===== config.mk =====
export PLATFORM = sky130hd
export DESIGN_NAME = decode_stage
export DESIGN_NICKNAME = d
export VERILOG_FILES = /design/src/rtl/decode_stage.sv
export SDC_FILE = /design/constraint.sdc
export NUM_CORES = 2
export LEC_CHECK = 0
export ABC_AREA = 1
export CAP_MARGIN = 20
export CORE_UTILIZATION = 50
export DETAILED_ROUTE_END_ITERATION = 7
export PLACE_DENSITY = 0.69
export SYNTH_ARGS = -nofsm -noshare
export SYNTH_HDL_FRONTEND = slang
export SYNTH_SLANG_ARGS = --single-unit

===== constraint.sdc =====
create_clock -name clk -period 2.4 [get_ports clk]
set_clock_uncertainty 0.05 [all_clocks]
set_input_delay 0.48 -clock clk [delete_from_list [all_inputs] [get_ports clk]]
set_output_delay 0.48 -clock clk [all_outputs]
set_load 0.01 [all_outputs]

===== src/rtl/decode_stage.sv =====
// ID stage: register bank, operand read, immediate sign-extension and a registered ID/EX boundary.
// Optional feature: define DECODE_WB_BYPASS_EN for write-back forwarding into captured/held operands.
module decode_stage #(
    parameter int XLEN = 32,
    parameter int NREG = 32
) (
    input  logic            clk,
    input  logic            rst_n,
    input  logic            valid_if,
    output logic            ready_id,
    input  logic [31:0]     NPC_if,
    input  logic [31:0]     IR_if,
    input  logic            flush,
    input  logic            wb_en,
    input  logic [4:0]      wb_rd,
    input  logic [XLEN-1:0] wb_data,
    output logic            valid_id,
    input  logic            ready_ex,
    output logic [XLEN-1:0] A,
    output logic [XLEN-1:0] B,
    output logic [XLEN-1:0] Imm,
    output logic [31:0]     NPC_id,
    output logic [31:0]     IR_id
);

    localparam int IW = (NREG > 1) ? $clog2(NREG) : 1;

    logic [XLEN-1:0] regs_q [NREG];
    logic [XLEN-1:0] regs_d [NREG];

    logic            valid_id_q, valid_id_d;
    logic [XLEN-1:0] a_q, a_d;
    logic [XLEN-1:0] b_q, b_d;
    logic [XLEN-1:0] imm_q, imm_d;
    logic [31:0]     npc_q, npc_d;
    logic [31:0]     ir_q, ir_d;

    logic [IW-1:0]   rs1_idx, rs2_idx, wb_idx;
    logic [XLEN-1:0] rd_a, rd_b, imm_ext;
    logic            wb_write;

    // Field indices alias onto the low bits when NREG < 32.
    assign rs1_idx  = IR_if[16 +: IW];
    assign rs2_idx  = IR_if[11 +: IW];
    assign wb_idx   = wb_rd[IW-1:0];
    assign wb_write = wb_en && (wb_idx != '0);

    generate
        if (XLEN > 16) begin : g_sext
            assign imm_ext = {{(XLEN-16){IR_if[15]}}, IR_if[15:0]};
        end else begin : g_noext
            assign imm_ext = IR_if[XLEN-1:0];
        end
    endgenerate

    always_comb begin
        regs_d = regs_q;
        if (wb_write) begin
            regs_d[wb_idx] = wb_data;
        end
    end

    always_comb begin
        rd_a = (rs1_idx == '0) ? '0 : regs_q[rs1_idx];
        rd_b = (rs2_idx == '0) ? '0 : regs_q[rs2_idx];
`ifdef DECODE_WB_BYPASS_EN
        if (wb_write && (wb_idx == rs1_idx)) rd_a = wb_data;
        if (wb_write && (wb_idx == rs2_idx)) rd_b = wb_data;
`endif
    end

    // Handshake: IF/ID transfers on an edge where ready_id is high and flush is low;
    // ID/EX transfers on an edge where valid_id && ready_ex. Flush invalidates ID/EX unconditionally.
    assign ready_id = !valid_id_q || ready_ex;

    always_comb begin
        valid_id_d = valid_id_q;
        a_d        = a_q;
        b_d        = b_q;
        imm_d      = imm_q;
        npc_d      = npc_q;
        ir_d       = ir_q;
        if (flush) begin
            valid_id_d = 1'b0;
        end else if (ready_id) begin
            valid_id_d = valid_if;
            a_d        = rd_a;
            b_d        = rd_b;
            imm_d      = imm_ext;
            npc_d      = NPC_if;
            ir_d       = IR_if;
        end
`ifdef DECODE_WB_BYPASS_EN
        else begin
            // Held operands track write-back to the registers they were read from.
            if (wb_write && (wb_idx == ir_q[16 +: IW])) a_d = wb_data;
            if (wb_write && (wb_idx == ir_q[11 +: IW])) b_d = wb_data;
        end
`endif
    end

    always_ff @(posedge clk or negedge rst_n) begin
        if (!rst_n) begin
            for (int i = 0; i < NREG; i++) begin
                regs_q[i] <= '0;
            end
            valid_id_q <= 1'b0;
            a_q        <= '0;
            b_q        <= '0;
            imm_q      <= '0;
            npc_q      <= '0;
            ir_q       <= '0;
        end else begin
            regs_q     <= regs_d;
            valid_id_q <= valid_id_d;
            a_q        <= a_d;
            b_q        <= b_d;
            imm_q      <= imm_d;
            npc_q      <= npc_d;
            ir_q       <= ir_d;
        end
    end

    assign valid_id = valid_id_q;
    assign A        = a_q;
    assign B        = b_q;
    assign Imm      = imm_q;
    assign NPC_id   = npc_q;
    assign IR_id    = ir_q;

endmodule


==> out/summary.txt <==
fin worst setup slack: 0.0344 ns
initial core utilization: 50.7%
I/O pin count: 269
hold_ws: 0.163 ns
Max clock buf depth: 3
PwrDens: 801 mW/mm^2
combinational share of power: 19.8%
relative slew slack: 58.3%
worst skew pair latency: 0.76 ns
buffers plus inverters on the worst setup path: 1
Worst path slowest cell: clkdlybuf4s50_1
Sink Count: 1153
ranking of synthesized cells by area: dfrtp_1 (47%), nand2_1 (25%), nand3_1 (9.0%), o21ai_0 (7.5%), clkbuf_1 (3.4%)
failing checks: design-rule violations
Non-Filler Instances: 10400
Crit. End Element: output pin
Synth Register Bits: 1153
Synthesis Warnings: 0
minimum clock period: 2.37 ns
num rows: 127
ratio of cells with drive above 1 in the final layout: 7.04%
crit path DAT: 1.84 ns
Num CTS Buffers: 131
run status: complete, but fails checks
Critical Path, Cell by Cell: clkdlybuf4s50_1
Pint: 39500 uW
CTS H-tree lvls: 4
Tot GR Track Use: 38.1%
Die X: 352 um
Crit Path Max Fanout: 2
crit path launch type: flip-flop
area share of the largest cell type after synthesis: 47.2%
critical path class: flip-flop to output pin
Post-Place Cells: 10200
largest net degree at the start of global routing: 108
clock power share: 35.7%
first-pass GRT wire length: 359000 um
Port Buffers: 268
PnR Total Power: 57600 uW
R2R Setup Slk: 0.66 ns
drt via density: 6.06
CP top delay family: buffers and inverters
area leader, netlist: dfrtp_1
Post-DRT Antenna Nets: 0
Final Slew Violations: 0
Synth cell types: 22
Setup Slack @ Placement: -0.00449 ns
initial antenna violation count: 5
achievable clock frequency: 423 MHz
R2R depth: 7
sw power: 18200 uW
post-synthesis cell area: 0.0611 sq mm
maximum VDD drop: 699 uV
GR Overflow Total: 0
measured slew at the worst slew-check pin: 0.626 ns
Post-Syn Nets: 8873
LEAKAGE: 0.0349 uW
sequential share of the synthesized area: 47.2%
part of the cycle the worst path needs: 98.6%
Critical R2R Capture: A[25]$_DFFE_PN0P_
routability cong.: 0.915
Avg WL per Cell: 22.7 um
Critical R2R Launch: valid_id$_DFFE_PN0P_
die area: 0.124 sq mm
max-cap violations: 0
CTS clock-pin slew for the worst setup and hold paths: 0.06 ns
Routed WL: 237000 um
Critical Path RT: 1.87 ns
Pre-antenna DRT Iters: 8
synth-to-layout area growth: 17.7%
# setup viols final: 0
core area: 0.121 sq mm
sequential share of power: 44.5%
Net Sw Frac: 31.5%
Syn Area/Cell: 6.98 sq um
Post-DP HPWL: 142000 um
final net count: 8821
worst hold path type: input port to async pin
post-synthesis cell count: 8766
Crit path largest cell delay: 0.60 ns
vias in the first global route: 59000
Die Y-Extent: 352 um
post-layout util: 59.6%
DR vias: 63200
initial DRC count: 9304
TritonCTS clock tree: built
Final Hold Fails: 0
CTS root buf: clkbuf_16
DR DRC count: 3
## what timing repair did
| item | CTS | global route |
|---|---|---|
| hold buffers | 1 | 0 |
| hold endpoints to repair | 205 | 0 |
| buffers inserted | 2 | 0 |
| resized for setup | 2 | 16 |
| pin swaps | 0 | 0 |
| setup endpoints to repair | 18 | 21 |
## final cells by class
cell class / count / area [sq um]
fillers: 10900 / 48700
multi-input cells: 6765 / 28900
flip-flops and latches: 1153 / 28900
repair buffers: 611 / 7530
clock buffers: 187 / 3850
well taps: 1612 / 2020
clock inverters: 44 / 505
inverters: 52 / 228
diodes: 4 / 10.0
## flip-flops by register name, indices dropped and copies added, names as in the netlist
name	count
Imm	15
IR_id	17
A	32
valid_id	1
regs_q	1024
B	32
NPC_id	32
## placed cells by master, fill, tap and decap left out, types with 25 or more instances in the layout
master           count
buf_4              166
a21oi_1            347
clkdlybuf4s50_1    242
clkbuf_16          137
nor2_1              96
nand3_1           1098
buf_12             178
clkbuf_1            27
nand3b_1            62
o21ai_0            914
clkbuf_8            25
o21ai_1             56
nand2_1           4142
inv_1               37
dfrtp_1           1151
## per-layer routing
metal / global-route usage, % / vias up / wire (um)
li1: - / 28100 / -
met1: 50.2 / 29800 / 90300
met2: 57.7 / 4399 / 103000
met3: 9.23 / 909 / 30000
met4: 21.3 / 6 / 13700
met5: 0 / - / 50
## cell families after synthesis
kind of cell	count (synthesis)	share of synthesized area, %
and+or+nand+nor	5447	36.3
buffers and inverters	848	5.70
DFF	1153	47.2
AOI/OAI and AO/OA	1318	10.8
## power by group through the flow
stage | Sequential, uW | Clock, uW | Combinational (uW)
global route | 26000 | 21400 | 12800
detailed placement | 25800 | 0 | 11200
floorplan | 25300 | 0 | 7030
finish | 25700 | 20600 | 11400
global placement | 25700 | 0 | 10900
CTS | 25500 | 20700 | 11300
## cell usage after synthesis (all sizes together)
cell type     n
clkbuf      561
nand3b       62
buf         235
o21ai       970
inv          46
nand3      1098
clkinv        6
dfrtp      1153
nor3         10
and2          1
nor2        100
nand4         2
a21oi       348
nand2      4174
## worst max-delay path by stage
stage,startpoint,to,slack [ns],cells after the start
2_1_floorplan,IR_if[17],A[10]$_DFFE_PN0P_,0.61,10
3_3_place_gp,wb_rd[2],regs_q[283]$_DFFE_PN0P_,0.06,8
3_5_place_dp,wb_rd[2],regs_q[271]$_DFFE_PN0P_,-0.004,8
4_1_cts,IR_id[15]$_DFFE_PN0P_,Imm[30],0.02,2
5_1_grt,IR_id[15]$_DFFE_PN0P_,Imm[28],-0.01,2
6_report,A[11]$_DFFE_PN0P_,A[11],0.03,1
## stage by stage
stage | area, sq um | TNS, ns
finish | 71900 | 0
global route | 71900 | -0.0127
CTS | 71900 | 0
detailed placement | 67500 | -0.00449
global placement | 67500 | 0
floorplan | 61100 | 0
No activity file was read; power rests on OpenSTA's default activity.
